[config.mk]
export PLATFORM = sky130hd
export DESIGN_NAME = poly_mod_addsub
export DESIGN_NICKNAME = d
export VERILOG_FILES = /design/src/rtl/poly_mod_addsub.sv
export SDC_FILE = /design/constraint.sdc
export NUM_CORES = 1
export LEC_CHECK = 0
export BUFFER_PORTS_ARGS = -buffer_cell sky130_fd_sc_hd__buf_4
export CORE_MARGIN = 2
export CORE_UTILIZATION = 54
export DETAILED_ROUTE_END_ITERATION = 8
export GPL_ROUTABILITY_DRIVEN = 0
export PLACE_DENSITY = 0.78
export SYNTH_ARGS = -nofsm -noshare
export SYNTH_HDL_FRONTEND = slang
export SYNTH_SLANG_ARGS = --single-unit
[constraint.sdc]
create_clock -name clk -period 2.3 [get_ports clk]
set_clock_uncertainty 0.1 [all_clocks]
set_input_delay 0.46 -clock clk [delete_from_list [all_inputs] [get_ports clk]]
set_output_delay 0.46 -clock clk [all_outputs]
set_load 0.02 [all_outputs]
[src/rtl/poly_mod_addsub.sv]
// Streaming multi-lane Kyber coefficient adder/subtractor mod Q with a start/done frame controller.
// Two pipeline stages (raw sum/difference, then conditional correction by Q), frozen together on output stall.
module poly_mod_addsub #(
   parameter int DATA_WID = 12,
   parameter int Q        = 3329,
   parameter int LANES    = 4,
   parameter int N_COEFF  = 256
) (
   input  logic                      clk,
   input  logic                      rst_n,
   input  logic                      start,
   input  logic                      mode,
   input  logic                      in_valid,
   output logic                      in_ready,
   input  logic [LANES*DATA_WID-1:0] in_a,
   input  logic [LANES*DATA_WID-1:0] in_b,
   output logic                      out_valid,
   input  logic                      out_ready,
   output logic [LANES*DATA_WID-1:0] out_data,
   output logic                      out_last,
   output logic                      busy,
   output logic                      done,
   output logic [1:0]                dbg_state
);

   localparam int BEATS = N_COEFF / LANES;
   localparam int CNT_W = $clog2(BEATS + 1);
   localparam int SW    = DATA_WID + 1;
   localparam int W     = LANES * DATA_WID;
   localparam logic [SW-1:0]       Q_S     = SW'(Q);
   localparam logic [DATA_WID-1:0] Q_D     = DATA_WID'(Q);
   localparam logic [CNT_W-1:0]    BEATS_C = CNT_W'(BEATS);
   localparam logic [CNT_W-1:0]    LAST_C  = CNT_W'(BEATS - 1);

   // Handshake: a beat moves on a rising edge where valid && ready; an offered
   // output beat holds out_data/out_last until out_ready takes it.
   typedef enum logic [1:0] {S_IDLE, S_RUN, S_DRAIN, S_DONE} state_t;

   state_t             state_q, state_d;
   logic               mode_q, mode_d;
   logic [CNT_W-1:0]   in_cnt_q, in_cnt_d;
   logic [CNT_W-1:0]   out_cnt_q, out_cnt_d;
   logic               s1_valid_q, s1_valid_d;
   logic [SW-1:0]      s1_sum_q [LANES];
   logic [SW-1:0]      s1_sum_d [LANES];
   logic               out_valid_q, out_valid_d;
   logic [W-1:0]       out_data_q, out_data_d;
   logic               stall, in_fire, out_fire;

   // Sub mode keeps the carry of a + ~b + 1; a clear carry means a borrow.
   function automatic logic [SW-1:0] stage1(input logic m,
                                            input logic [DATA_WID-1:0] a,
                                            input logic [DATA_WID-1:0] b);
      if (m) return {1'b0, a} + {1'b0, ~b} + SW'(1);
      return {1'b0, a} + {1'b0, b};
   endfunction

   function automatic logic [DATA_WID-1:0] stage2(input logic m, input logic [SW-1:0] s);
      logic [SW-1:0] t;
      if (m) begin
         if (!s[DATA_WID]) return s[DATA_WID-1:0] + Q_D;
         return s[DATA_WID-1:0];
      end
      t = (s >= Q_S) ? (s - Q_S) : s;
      return t[DATA_WID-1:0];
   endfunction

   assign stall     = out_valid_q && !out_ready;
   assign in_ready  = (state_q == S_RUN) && (in_cnt_q < BEATS_C) && !stall;
   assign in_fire   = in_valid && in_ready;
   assign out_fire  = out_valid_q && out_ready;
   assign out_valid = out_valid_q;
   assign out_data  = out_data_q;
   assign out_last  = out_valid_q && (out_cnt_q == LAST_C);
   assign busy      = (state_q != S_IDLE);
   assign done      = (state_q == S_DONE);
   assign dbg_state = state_q;

   always_comb begin
      s1_valid_d  = stall ? s1_valid_q : in_fire;
      out_valid_d = stall ? out_valid_q : s1_valid_q;
      out_data_d  = out_data_q;
      for (int k = 0; k < LANES; k++) begin
         s1_sum_d[k] = s1_sum_q[k];
         if (in_fire)
            s1_sum_d[k] = stage1(mode_q, in_a[k*DATA_WID +: DATA_WID], in_b[k*DATA_WID +: DATA_WID]);
         if (!stall && s1_valid_q)
            out_data_d[k*DATA_WID +: DATA_WID] = stage2(mode_q, s1_sum_q[k]);
      end
   end

   always_comb begin
      state_d   = state_q;
      mode_d    = mode_q;
      in_cnt_d  = in_fire  ? in_cnt_q + CNT_W'(1)  : in_cnt_q;
      out_cnt_d = out_fire ? out_cnt_q + CNT_W'(1) : out_cnt_q;
      case (state_q)
         S_IDLE: begin
            if (start) begin
               state_d   = S_RUN;
               mode_d    = mode;
               in_cnt_d  = '0;
               out_cnt_d = '0;
            end
         end
         S_RUN:   if (in_cnt_q == BEATS_C) state_d = S_DRAIN;
         S_DRAIN: if (out_fire && out_cnt_q == LAST_C) state_d = S_DONE;
         S_DONE:  state_d = S_IDLE;
         default: state_d = S_IDLE;
      endcase
   end

   always_ff @(posedge clk or negedge rst_n) begin
      if (!rst_n) begin
         state_q     <= S_IDLE;
         mode_q      <= 1'b0;
         in_cnt_q    <= '0;
         out_cnt_q   <= '0;
         s1_valid_q  <= 1'b0;
         out_valid_q <= 1'b0;
         out_data_q  <= '0;
         for (int k = 0; k < LANES; k++) s1_sum_q[k] <= '0;
      end else begin
         state_q     <= state_d;
         mode_q      <= mode_d;
         in_cnt_q    <= in_cnt_d;
         out_cnt_q   <= out_cnt_d;
         s1_valid_q  <= s1_valid_d;
         out_valid_q <= out_valid_d;
         out_data_q  <= out_data_d;
         for (int k = 0; k < LANES; k++) s1_sum_q[k] <= s1_sum_d[k];
      end
   end

endmodule
==> metrics.txt, run 1 <==
Layout fillers 1605; CTS Buffer Depth 2; Max Freq between 400 and 500 MHz; Worst-Skew Late Latency roughly 0.42 ns; number of vias per cell roughly 5.6; DIE WIDTH around 150 um; Critical Path Max Stage Delay approximately 0.59 ns; async set-reset flop share out of synthesis 100%; Syn Std Cell Area between 10000 and 15000 sq um; Yosys Warn Count 0; WHS between 0.15 and 0.2 ns; drt wl/cell about 15 um; root buf cell clkbuf_16; peak supply drop 546 uV; top_reg_cell synth dfrtp_1; Final period util 98.9%; Critical Setup Path Class reg2reg; final hold viol count 0; Mapped Nets approximately 1600; vias in the first global route 10000; largest net degree at the start of global routing 72; CP Cell Sequence or4_4, nor3_4, a311oi_4, a21boi_1, a21oi_2, xor2_1, o21ai_1; min Tclk post-route about 2.3 ns; max_slew headroom between 60% and 70%; Setup violations, final 0; ant diodes 0; Finished Layout Cells about 1800; final WL 27.1 mm; Yosys top cell by area dfrtp_1; die area ~21000 sq um; Final Max Slew Viols 0; share of layout cells above drive strength 1 around a quarter; #FFs+latches synth ~120; Inst Count DP between 1500 and 2000; clk sink count between 100 and 150; Worst setup SP type flip-flop; synth unique cells 85; CTS tree yes; Core ar. between 15000 and 20000 sq um; # nets final 1795; Seq/Total Area, Yosys roughly 28%; RSZ-0062 raised after global routing yes; pwr dens 1120 nW/um^2; CP max-delay cell or4_4; Layout Area Growth over Synthesis 28.0%; Min-Delay Path Class in2reg; number of DRC markers in iteration 0 640; CP Max Fanout 8; number of synthesized flops with an enable pin 0; Core Rows between 50 and 60; Die H ~150 um; LEAKAGE ~6.6 nW; Synth Area per Inst 8.05 sq um; multi-input logic area around 7200 sq um; Fin Setup TNS 0 ns; max-cap check violation count 0; GRT overflow 0; Synth Instances 1340; Final Cell Area about 14000 sq um; slew at the pin closest to its max-slew limit around 0.50 ns; via count about 10000; Port Buf Inserts 156; sequential cell area roughly 3000 sq um; maximum level of the CTS H-tree 4; global-route usage over all layers about 25%; Initial Utilization a little under three fifths; dpl hpwl between 20 and 25 mm; initial antenna violation count 0; Num CTS Buffers 17; top cells by area, synth dfrtp_1 (28%), ha_1 (13%), o21ai_0 (7.1%); Cell Area, Placed 13000 sq um; status finished, final reports clean; Remaining DRCs 0; Clock transition at path regs around 0.060 ns; DRT antenna net count 0; critical path data required time 2.49 ns; I/O Pins 157; critical path capture point type flip-flop; first-pass GRT wire length about 46 mm; area share of the largest cell type after synthesis between 20 and 30%; CP Data Arrival Time approximately 2.5 ns; DR pass1 iterations 5
kinds of logic (layout without fill, tap and decap cells):
kind of cell / Yosys count / count (layout) / synth area share (%)
buffers and inverters: 176 / 418 / 6.50
adders and majority gates: 124 / 124 / 14.9
muxes: 14 / 14 / 1.35
and+or+nand+nor: 422 / 422 / 19.4
DFF: 119 / 119 / 27.6
AOI/OAI and AO/OA: 398 / 398 / 23.2
xor gates and xnor gates: 87 / 87 / 7.07
path summary, 6_finish.rpt:
| path | slack [ns] | startpoint | cells after the start | to |
|---|---|---|---|---|
| worst max-delay path | 0.03 | s1_sum_q[41] | 7 | out_data[11] |
| worst min-delay path | 0.15 | start | 2 | in_cnt_q[6] |
| worst max register to register | 0.03 | s1_sum_q[41] | 7 | out_data[11] |
| worst min register to register | 0.38 | out_data[42] | 2 | out_data[42] |
| max in group asynchronous | 1.12 | rst_n | 3 | mode_q |
| min in group asynchronous | 0.35 | rst_n | 2 | out_data[29] |
metrics by stage:
stage                     power, mW  utilization, %  worst slack (ns)
after floorplan                9.55               -            -0.156
after global placement         12.0            66.7            -0.332
after detailed placement       12.3            66.7            -0.389
after CTS                      15.4            70.2            0.0273
after global routing           16.6            70.7            -0.116
final                          15.5            70.7            0.0261
power by group:
part | internal, mW | total, mW | switching [mW]
registers | 3.06 | 4.05 | 0.994
clock network | 2.04 | 3.00 | 0.964
logic | 3.75 | 8.42 | 4.67
total | 8.85 | 15.5 | 6.63
critical path: cells and delay by family (launching register included):
kind | cells | cell delay [ns]
AO/OA/AOI/OAI | 4 | 0.63
XOR/XNOR | 1 | 0.17
flip-flops | 1 | 0.43
AND/OR/NAND/NOR | 2 | 0.82
per-layer routing:
layer  wire (um)  global-route usage [%]  vias to the layer above
met1       11400                    30.8                     4909
met5           0                       0                        -
met3        1360                    4.03                       49
li1            -                       -                     5150
met4         654                    9.51                        0
met2       13800                    45.5                      315
cell type report:
cell class	instances	area share [%]
clock buffer	21	3.48
clock inverter	11	1.40
inverter	103	2.84
multi-input combinational	1045	52.4
sequential	119	21.6
tap	265	2.40
timing repair buffer	283	15.9
state kept, by name (all words and copies together), names as in the netlist:
register and cells:
out_cnt_q 7, mode_q 1, s1_sum_q 52, out_valid 1
s1_valid_q 1, out_data 48, in_cnt_q 7, dbg_state 2
Yosys cell counts, types with 7 or more instances:
library cell,count
nand3b_1,7
o21ai_0,152
a31oi_1,17
a22oi_1,8
nand4_1,12
a21o_1,10
o31ai_1,14
inv_1,103
dfrtp_1,119
buf_1,8
nor2_1,79
o22ai_1,8
nand2_1,164
xnor2_1,53
o21ai_1,16
xor2_1,34
clkbuf_1,50
a211oi_1,10
o211ai_1,7
nand3_1,24
fa_1,8
nor3_1,31
nand2b_1,16
o21a_1,15
buf_2,10
mux2i_1,10
nor2b_1,25
ha_1,116
or3_1,16
a21oi_1,73
timing repair:
action / 4_1_cts / 5_1_grt
hold endpoints to repair: 15 / 0
resized for setup: 0 / 17
setup endpoints to repair: 0 / 29
setup buffers: 0 / 4
hold buffers: 1 / 0
placed cells by master (no fill, tap or decap), types with 16 or more instances in the layout:
| cell | count |
|---|---|
| xor2_1 | 34 |
| or3_1 | 16 |
| a31oi_1 | 17 |
| nand3_1 | 23 |
| nor3_1 | 31 |
| nor2b_1 | 23 |
| xnor2_1 | 53 |
| inv_1 | 101 |
| clkbuf_16 | 17 |
| nand2_1 | 162 |
| a21oi_1 | 72 |
| nor2_1 | 77 |
| o21ai_1 | 22 |
| dfrtp_1 | 117 |
| o21ai_0 | 146 |
| buf_4 | 276 |
| ha_1 | 113 |
Power figures use the tool's default switching activity.
==> run 2, diff against run 1 <==
--- a/config.mk
+++ b/config.mk
@@ -7,10 +7,10 @@
 export LEC_CHECK = 0
 export BUFFER_PORTS_ARGS = -buffer_cell sky130_fd_sc_hd__buf_4
 export CORE_MARGIN = 2
-export CORE_UTILIZATION = 54
+export CORE_UTILIZATION = 40
 export DETAILED_ROUTE_END_ITERATION = 8
 export GPL_ROUTABILITY_DRIVEN = 0
-export PLACE_DENSITY = 0.78
+export PLACE_DENSITY = 0.61
 export SYNTH_ARGS = -nofsm -noshare
 export SYNTH_HDL_FRONTEND = slang
 export SYNTH_SLANG_ARGS = --single-unit
==> metrics.txt, run 2 (synthesis gave the netlist of run 1 again) <==
I/O Pins 157; first-pass GRT wire length 45.2 mm; Core ar. approximately 27000 sq um; DIE WIDTH ~170 um; commonest non-fill, non-tap cell in the layout buf_4; root buf cell clkbuf_16; Die H about 170 um; delay-heaviest family, CP simple AND/OR/NAND/NOR gates; Port Buf Inserts between 150 and 200; max-cap check violation count 0; Clock transition at path regs approximately 0.060 ns; global-route usage over all layers between 10% and 20%; Final period util 100%; initial antenna violation count 1; LEAKAGE approximately 6.6 nW; Fin Setup TNS -0.00460 ns; max_slew headroom a little under 60%; Min-Delay Path Class in2async; final setup margin -0.00460 ns; die area between 20000 and 30000 sq um; Worst Path Buf+Inv 0; Initial Utilization between 40% and 50%; CTS Buffer Depth 2; Worst-Skew Late Latency 0.41 ns; final hold viol count 0; Final Max Slew Viols 0; number of vias per cell around 5.2; critical path capture point type flip-flop; pwr dens about 1100 nW/um^2; Worst setup SP type flip-flop; CTS tree yes; slew at the pin closest to its max-slew limit ~0.63 ns; min Tclk post-route ~2.3 ns; number of DRC markers in iteration 0 498; Num CTS Buffers 17; final WL around 27 mm; share of layout cells above drive strength 1 between 20 and 30%; DR pass1 iterations 5; Critical Setup Path Class reg2reg; DRT antenna net count 0; Layout Area Growth over Synthesis 29.6%; clk sink count around 120; failing checks setup timing; M3 GR Usage 3.31%; drt wl/cell ~14 um; Final Power ~15 mW; CTS Hold Buffers Added 0; GRT overflow 0; Max Freq ~430 MHz; RSZ-0062 raised after global routing yes; peak supply drop about 460 uV; CP Max Fanout 8; Core Rows 60; maximum level of the CTS H-tree 4; Post-Place Setup Slack -0.375 ns; max FFs per register 52; via count around 10000; CP Data Arrival Time 2.49 ns; dpl hpwl between 20 and 25 mm; Setup violations, final 1; CP max-delay cell or4_4; CP Cell Sequence or4_4, nor3_4, a311oi_4, a21boi_2, a21oi_2, xor2_1, o21ai_1; Critical Path Max Stage Delay between 0.5 and 0.6 ns; # nets final 1813; met2 GRT Util between 30 and 40%; Inst Count DP 1900; Remaining DRCs 0; Finished Layout Cells between 1500 and 2000; gr busiest metal met2; largest net degree at the start of global routing 120; Layout fillers ~2600; vias in the first global route 9688; critical path data required time between 2 and 2.5 ns; status finished, violations left; largest register by flop count s1_sum_q; WHS between 0.04 and 0.05 ns; commonest non-fill, non-tap cells in the layout buf_4 (296), nand2_1 (161), o21ai_0 (146); met1 Use GR between 20% and 30%
run 2: changes by cell type in the layout (fill, tap and decap cells not counted), sizes merged:
cell and change:
bufinv -3, dlygate4sd3 -1, buf +19, diode +1, clkbuf -2, clkinv +2
clkinvlp +3
run 2: layout make-up:
type | instances | area, sq um | share of cell area, %
clock buffer | 19 | 443 | 3.17
tap | 341 | 427 | 3.05
multi-input combinational | 1045 | 7280 | 52.1
timing repair buffer | 301 | 2320 | 16.6
antenna | 1 | 2.50 | 0.0179
clock inverter | 13 | 130 | 0.931
sequential | 119 | 2980 | 21.3
inverter | 103 | 395 | 2.83
run 2: where the power goes:
part | internal (mW) | switching, mW
registers | 3.06 | 0.964
logic | 3.90 | 4.61
clock network | 1.61 | 0.983
total | 8.57 | 6.56
run 2: what timing repair did:
action                                  in CTS  in global routing
endpoints found under the setup margin       0                 31
buffers inserted                             0                  9
resized for setup                            0                 27
run 2: final timing paths:
path	start	end	slack [ns]	cells past startpoint
worst min-delay path	rst_n	out_data[29]	0.05	2
min in group clk	start	in_cnt_q[6]	0.14	2
worst min register to register	out_data[41]	out_data[41]	0.38	2
worst max register to register	s1_sum_q[42]	out_data[11]	-0.005	7
worst max-delay path	s1_sum_q[42]	out_data[11]	-0.005	7
max in group asynchronous	rst_n	s1_sum_q[42]	1.55	2
run 2: layer usage:
layer / up-vias / routed length, um
li1: 5190 / -
met1: 4649 / 12400
met2: 206 / 12900
met3: 30 / 1080
met4: 0 / 444
met5: - / 0
run 2: metrics by stage:
step / utilization (%) / area (sq um)
6_report: 52.3 / 14000
5_1_grt: 52.3 / 14000
4_1_cts: 51.7 / 13800
3_5_place_dp: 49.5 / 13200
3_3_place_gp: 49.5 / 13200
2_1_floorplan: - / 10900
